[config.mk]
export PLATFORM = sky130hd
export DESIGN_NAME = pipe_ctrl_unit_flat
export DESIGN_NICKNAME = d
export VERILOG_FILES = /design/src/rtl/pipe_ctrl_if.sv /design/src/rtl/pipe_ctrl_unit.sv /design/src/flat_wrapper.sv
export SDC_FILE = /design/constraint.sdc
export NUM_CORES = 1
export LEC_CHECK = 0
export BUFFER_PORTS_ARGS = -buffer_cell sky130_fd_sc_hd__buf_2
export CAP_MARGIN = 40
export CELL_PAD_IN_SITES_DETAIL_PLACEMENT = 0
export CELL_PAD_IN_SITES_GLOBAL_PLACEMENT = 1
export CORE_MARGIN = 3
export CORE_UTILIZATION = 42
export DETAILED_ROUTE_END_ITERATION = 10
export PLACE_DENSITY = 0.79
export SYNTH_ARGS = -nofsm -noshare
export SYNTH_HDL_FRONTEND = slang
export SYNTH_SLANG_ARGS = --single-unit
[constraint.sdc]
create_clock -name clk -period 2.6 [get_ports clk]
set_input_delay 0.52 -clock clk [delete_from_list [all_inputs] [get_ports clk]]
set_output_delay 0.52 -clock clk [all_outputs]
set_load 0.1 [all_outputs]
[src/rtl/pipe_ctrl_if.sv]
// Request/command bundle between the pipeline stages and the pipeline control unit.
// The stages drive requests through the master modport; the control unit uses the slave modport.
interface pipe_ctrl_if #(
  parameter int N_STAGES = 6,
  parameter int CNT_W    = 32
);
  localparam int SRC_W = $clog2(N_STAGES);

  logic [N_STAGES-1:0] pause_req;
  logic [N_STAGES-1:0] flush_req;
  logic                wdog_clr;
  logic [N_STAGES-1:0] pause;
  logic [N_STAGES-1:0] flush;
  logic [SRC_W-1:0]    stall_src;
  logic                wdog_err;
  logic [CNT_W-1:0]    stall_cnt;
  logic [CNT_W-1:0]    flush_cnt;

  modport master (
    output pause_req, flush_req, wdog_clr,
    input  pause, flush, stall_src, wdog_err, stall_cnt, flush_cnt
  );

  modport slave (
    input  pause_req, flush_req, wdog_clr,
    output pause, flush, stall_src, wdog_err, stall_cnt, flush_cnt
  );
endinterface

[src/rtl/pipe_ctrl_unit.sv]
// Front-end pipeline control: merges per-stage pause/flush requests into hold/invalidate
// commands, stretches flushes over a hold window, and tracks stalls with a watchdog and counters.
module pipe_ctrl_unit #(
  parameter int N_STAGES   = 6,
  parameter int FLUSH_HOLD = 1,
  parameter int WDOG_W     = 10,
  parameter int CNT_W      = 32
) (
  input logic        clk,
  input logic        rst_n,
  pipe_ctrl_if.slave ctrl
);
  localparam int SRC_W = $clog2(N_STAGES);
  localparam int HC_W  = 3;
  localparam logic [HC_W-1:0]   HOLD_RELOAD = HC_W'(FLUSH_HOLD - 1);
  localparam logic [WDOG_W-1:0] WD_MAX      = '1;

  typedef enum logic {ST_IDLE, ST_HOLD} hold_st_e;

  hold_st_e            state_q;
  logic [N_STAGES-1:0] hold_mask_q;
  logic [HC_W-1:0]     hold_cnt_q;
  logic [SRC_W-1:0]    src_q;
  logic [WDOG_W-1:0]   wdog_cnt_q;
  logic                wdog_err_q;
  logic [CNT_W-1:0]    stall_cnt_q;
  logic [CNT_W-1:0]    flush_cnt_q;

  logic [N_STAGES-1:0] new_mask;
  logic [N_STAGES-1:0] merged_mask;
  logic [N_STAGES-1:0] flush_w;
  logic [N_STAGES-1:0] pause_raw;
  logic [N_STAGES-1:0] pause_w;
  logic [SRC_W-1:0]    src_d;
  logic                any_flush;
  logic                wdog_run;
  logic                acc;

  always_comb begin
    new_mask = '0;
    // Ascending scan: the highest requesting stage leaves the widest mask.
    for (int k = 0; k < N_STAGES; k++) begin
      if (ctrl.flush_req[k]) new_mask = (N_STAGES'(1) << k) - N_STAGES'(1);
    end
    merged_mask = hold_mask_q | new_mask;
    flush_w     = merged_mask;

    acc = 1'b0;
    for (int i = N_STAGES - 1; i >= 0; i--) begin
      acc          = acc | ctrl.pause_req[i];
      pause_raw[i] = acc;
    end
    pause_w = pause_raw & ~flush_w;

    src_d = src_q;
    for (int i = 0; i < N_STAGES; i++) begin
      if (ctrl.pause_req[i]) src_d = SRC_W'(i);
    end

    any_flush = |ctrl.flush_req;
    wdog_run  = pause_w[0] & ~(|flush_w);
  end

  always_ff @(posedge clk or negedge rst_n) begin
    if (!rst_n) begin
      state_q     <= ST_IDLE;
      hold_mask_q <= '0;
      hold_cnt_q  <= '0;
    end else begin
      case (state_q)
        ST_IDLE: begin
          if (any_flush && (FLUSH_HOLD > 1) && (new_mask != '0)) begin
            hold_mask_q <= new_mask;
            hold_cnt_q  <= HOLD_RELOAD;
            state_q     <= ST_HOLD;
          end
        end
        ST_HOLD: begin
          if (any_flush) begin
            hold_mask_q <= merged_mask;
            hold_cnt_q  <= HOLD_RELOAD;
          end else if (hold_cnt_q <= HC_W'(1)) begin
            hold_mask_q <= '0;
            hold_cnt_q  <= '0;
            state_q     <= ST_IDLE;
          end else begin
            hold_cnt_q <= hold_cnt_q - HC_W'(1);
          end
        end
        default: begin
          hold_mask_q <= '0;
          hold_cnt_q  <= '0;
          state_q     <= ST_IDLE;
        end
      endcase
    end
  end

  always_ff @(posedge clk or negedge rst_n) begin
    if (!rst_n) begin
      src_q       <= '0;
      wdog_cnt_q  <= '0;
      wdog_err_q  <= 1'b0;
      stall_cnt_q <= '0;
      flush_cnt_q <= '0;
    end else begin
      src_q <= src_d;

      // Clear wins over a timeout landing in the same cycle.
      if (ctrl.wdog_clr) begin
        wdog_cnt_q <= '0;
        wdog_err_q <= 1'b0;
      end else if (wdog_run) begin
        if (wdog_cnt_q != WD_MAX) begin
          wdog_cnt_q <= wdog_cnt_q + WDOG_W'(1);
          if (wdog_cnt_q == WD_MAX - WDOG_W'(1)) wdog_err_q <= 1'b1;
        end
      end else begin
        wdog_cnt_q <= '0;
      end

      if (pause_w[0] && !(&stall_cnt_q)) stall_cnt_q <= stall_cnt_q + CNT_W'(1);
      if (any_flush && !(&flush_cnt_q))  flush_cnt_q <= flush_cnt_q + CNT_W'(1);
    end
  end

  assign ctrl.pause     = pause_w;
  assign ctrl.flush     = flush_w;
  assign ctrl.stall_src = src_q;
  assign ctrl.wdog_err  = wdog_err_q;
  assign ctrl.stall_cnt = stall_cnt_q;
  assign ctrl.flush_cnt = flush_cnt_q;
endmodule

[src/flat_wrapper.sv]
// flat-port wrapper written by rule: the top's interface ports become plain ports
module pipe_ctrl_unit_flat 
#(
  parameter int N_STAGES   = 6,
  parameter int FLUSH_HOLD = 1,
  parameter int WDOG_W     = 10,
  parameter int CNT_W      = 32
)
  (clk, rst_n, ctrl_pause_req, ctrl_flush_req, ctrl_wdog_clr, ctrl_pause, ctrl_flush, ctrl_stall_src, ctrl_wdog_err, ctrl_stall_cnt, ctrl_flush_cnt);
  pipe_ctrl_if #(.N_STAGES(N_STAGES), .CNT_W(CNT_W)) ctrl_i ();
  input logic clk;
  input logic rst_n;
  input wire logic [$bits(ctrl_i.pause_req)-1:0] ctrl_pause_req;
  input wire logic [$bits(ctrl_i.flush_req)-1:0] ctrl_flush_req;
  input wire logic [$bits(ctrl_i.wdog_clr)-1:0] ctrl_wdog_clr;
  output wire logic [$bits(ctrl_i.pause)-1:0] ctrl_pause;
  output wire logic [$bits(ctrl_i.flush)-1:0] ctrl_flush;
  output wire logic [$bits(ctrl_i.stall_src)-1:0] ctrl_stall_src;
  output wire logic [$bits(ctrl_i.wdog_err)-1:0] ctrl_wdog_err;
  output wire logic [$bits(ctrl_i.stall_cnt)-1:0] ctrl_stall_cnt;
  output wire logic [$bits(ctrl_i.flush_cnt)-1:0] ctrl_flush_cnt;
  assign ctrl_i.pause_req = ctrl_pause_req;
  assign ctrl_i.flush_req = ctrl_flush_req;
  assign ctrl_i.wdog_clr = ctrl_wdog_clr;
  assign ctrl_pause = ctrl_i.pause;
  assign ctrl_flush = ctrl_i.flush;
  assign ctrl_stall_src = ctrl_i.stall_src;
  assign ctrl_wdog_err = ctrl_i.wdog_err;
  assign ctrl_stall_cnt = ctrl_i.stall_cnt;
  assign ctrl_flush_cnt = ctrl_i.flush_cnt;
  pipe_ctrl_unit #(.N_STAGES(N_STAGES), .FLUSH_HOLD(FLUSH_HOLD), .WDOG_W(WDOG_W), .CNT_W(CNT_W)) u_core (.clk(clk), .rst_n(rst_n), .ctrl(ctrl_i));
endmodule
==> reports/summary.txt <==
Status - finished clean
Distinct cells, synth - 45
Syn_nets - 450
Synth Cell Area - 0.00431 mm²
Worst-path fanout max - 5
Port buffer count - 93
Most common cell after layout, fill and taps aside - buf_2
Worst EP required - 2.08 ns
Fin crit share - 0.975
Root Driver - clkbuf_8
Gpl congestion - 0.858
Final hold violations - 0
P_leak - 2.43 nW
CP Capture Type - output port
Cts hold-fix bufs - 0
Main combinational cell family by area after synthesis - simple AND/OR/NAND/NOR gates
Routed wire length - 10400 µm
CTS tree - done
Post-route DRC - 0
Pre-Repair DR Iteration Count - 6
Unrepaired setup endpoints after global routing - no
N_diodes - 0
Share of power burned in registers - 0.445
EDFF count, synth - 0
CORE AREA - 0.00986 mm²
ANT nets after route - 0
Die Wd - 107 µm
Row count - 36
Worst Hold Slack - 0.111 ns
Clk pwr share - 0.243
Drt initial violations - 161
Initial antenna violation count - 0
Die boundary height - 107 µm
Number of synthesized register bits - 87
Slew headroom - 0.489
First-pass GRT wire length - 17400 µm
All-layer global routing usage - 0.189
Mean Syn Cell Area - 10.0 µm²
Max_cap viols - 0
Part of the power in combinational logic - 0.312
HP Class - input port to asynchronous set/reset pin
Starting Density - 0.437
Hpwl dp - 7900 µm
Top_reg_cell synth - dfrtp_1
Final Max Slew Viols - 0
Vias per cell - 5.31
Mux contribution to synthesized area - 0.0104
Post-Synth Adder-Cell Area - 0.0145
Sequential element share of the synthesized area - 0.505
Top Ports - 95
Synth Area in XOR/XNOR - 0.126
Worst-path clk slew - 0.10 ns
Post-synthesis cell count - 430
Max clock buf depth - 2
CP Class - input port to output port
Switching share of power - 0.432
DIE AREA - 0.0115 mm²
Nets - 563
Layout area overhead - 24.1%
Maximum VDD drop - 0.00125 V
Pre-CTS WS - -0.0678 ns
Worst setup margin - 0.0640 ns
Largest net degree at the start of global routing - 40
Internal power - 2.01 mW
Sw Pwr - 1.53 mW
Final setup viols - 0
Final Critical Period - 2.54 ns
Drt wl/cell - 15.2 µm
Via count - 3619
Clock Skew - 0.0215 ns
Worst Tran Pin Value - 0.761 ns
Worst skew pair latency - 0.37 ns
Yosys warning count - 0
Compound-cell area share of the yosys netlist - 0.0476
Cts bufs inserted - 9
Vias in the first global route - 3530
Post-synth ARST share - 1.00
Simple-gate share of the synthesized area - 0.265
Sink Count - 87
Startpoint Class - input port
WP data arrival - 2.02 ns
Htree depth - 3
Most frequent cells in the layout - buf_2, dfrtp_1, xnor2_1
Fillers - 935
Total power per unit cell area - 661 mW/mm²
Max Clock Freq - 0.394 GHz
Share of cells above drive strength 1 - 0.319
GR Overflow Total - 0
==> registers in the layout (all words and copies together) (netlist names) <==
name / count
u_core.ctrl.flush_cnt: 32
u_core.ctrl.stall_cnt: 32
u_core.ctrl.stall_src: 3
u_core.wdog_cnt_q: 10
u_core.hold_cnt_q: 3
u_core.hold_mask_q: 5
u_core.state_q: 1
u_core.ctrl.wdog_err: 1
==> cell families after synthesis <==
logic type	count (synthesis)
simple gates	209
flops	87
compound gates	33
fa+ha+maj	5
buf+inv	29
other cells	1
xor+xnor	62
mux	4
==> power by group through the flow <==
stage / logic (mW) / clock network (mW) / registers (mW)
after global routing: 1.17 / 0.954 / 1.59
after floorplan: 0.245 / 0 / 2.24
after detailed placement: 1.11 / 0 / 1.60
final: 1.10 / 0.859 / 1.58
after global placement: 1.10 / 0 / 1.60
after CTS: 1.11 / 0.888 / 1.58
==> critical path: stages <==
cell	delay, ns
buf_2	0.11
or4_4	0.53
or3_4	0.41
buf_4	0.16
buf_2	0.28
==> cells in the mapped netlist, types with 3 or more instances <==
master | number | area share
mux2_2 | 4 | 0.010
clkbuf_1 | 9 | 0.0078
a21oi_1 | 11 | 0.013
dfrtp_1 | 87 | 0.51
inv_1 | 15 | 0.013
nand4b_1 | 3 | 0.0061
nor4_1 | 8 | 0.012
or3_1 | 4 | 0.0058
or4_1 | 3 | 0.0052
and4_1 | 6 | 0.012
nand2_1 | 36 | 0.031
nor2_1 | 33 | 0.029
a31oi_1 | 4 | 0.0058
nor3_2 | 3 | 0.0070
and2_1 | 3 | 0.0044
a211oi_1 | 3 | 0.0052
nor3_1 | 19 | 0.022
o21ai_0 | 7 | 0.0081
xnor2_1 | 49 | 0.10
nand4_1 | 32 | 0.046
and3_1 | 10 | 0.015
nand3_1 | 37 | 0.043
xor2_1 | 13 | 0.026
ha_1 | 5 | 0.015
==> timing repair <==
action,CTS,global route
resized for setup,1,0
setup endpoints to repair,2,0
setup buffers,0,0
==> worst paths after layout <==
kind                                           startpoint                        end  slack (ns)  depth (start not counted)
worst min-delay path                                rst_n  u_core.ctrl.stall_cnt[11]        0.11                          1
min in group clk                            ctrl_wdog_clr       u_core.ctrl.wdog_err        0.38                          2
worst max register to register   u_core.ctrl.flush_cnt[0]  u_core.ctrl.flush_cnt[16]        0.40                          6
worst min register to register  u_core.ctrl.flush_cnt[17]  u_core.ctrl.flush_cnt[17]        0.48                          1
worst max-delay path                    ctrl_flush_req[5]              ctrl_flush[0]        0.06                          5
max in group asynchronous                           rst_n  u_core.ctrl.stall_cnt[10]        1.85                          2
==> layout make-up <==
class	instances	area, µm²	share of cell area
Clock buffer	9	124	0.0232
Clock inverter	7	48.8	0.00912
Tap cell	133	166	0.0311
Multi-Input combinational cell	314	2050	0.384
Inverter	15	56.3	0.0105
Timing Repair Buffer	116	698	0.130
Sequential cell	87	2200	0.412
==> metrics by stage <==
stage	std cells	util	power, mW	cell area, µm²	TNS [ns]
after floorplan	430	-	2.48	4390	-3.48
after global placement	665	0.524	2.70	5170	-0.0627
after detailed placement	665	0.524	2.71	5170	-0.235
after CTS	681	0.542	3.58	5350	0
after global routing	681	0.542	3.72	5350	0
final	681	0.542	3.54	5350	0
==> metal layers <==
layer | GRT usage | vias up | routed length, µm
li1 | - | 1763 | -
met1 | 0.262 | 1779 | 4860
met2 | 0.302 | 70 | 4920
met3 | 0.0432 | 7 | 489
met4 | 0.0502 | 0 | 85
met5 | 0 | - | 0
Note: power is estimated with default switching activity, not from simulation.
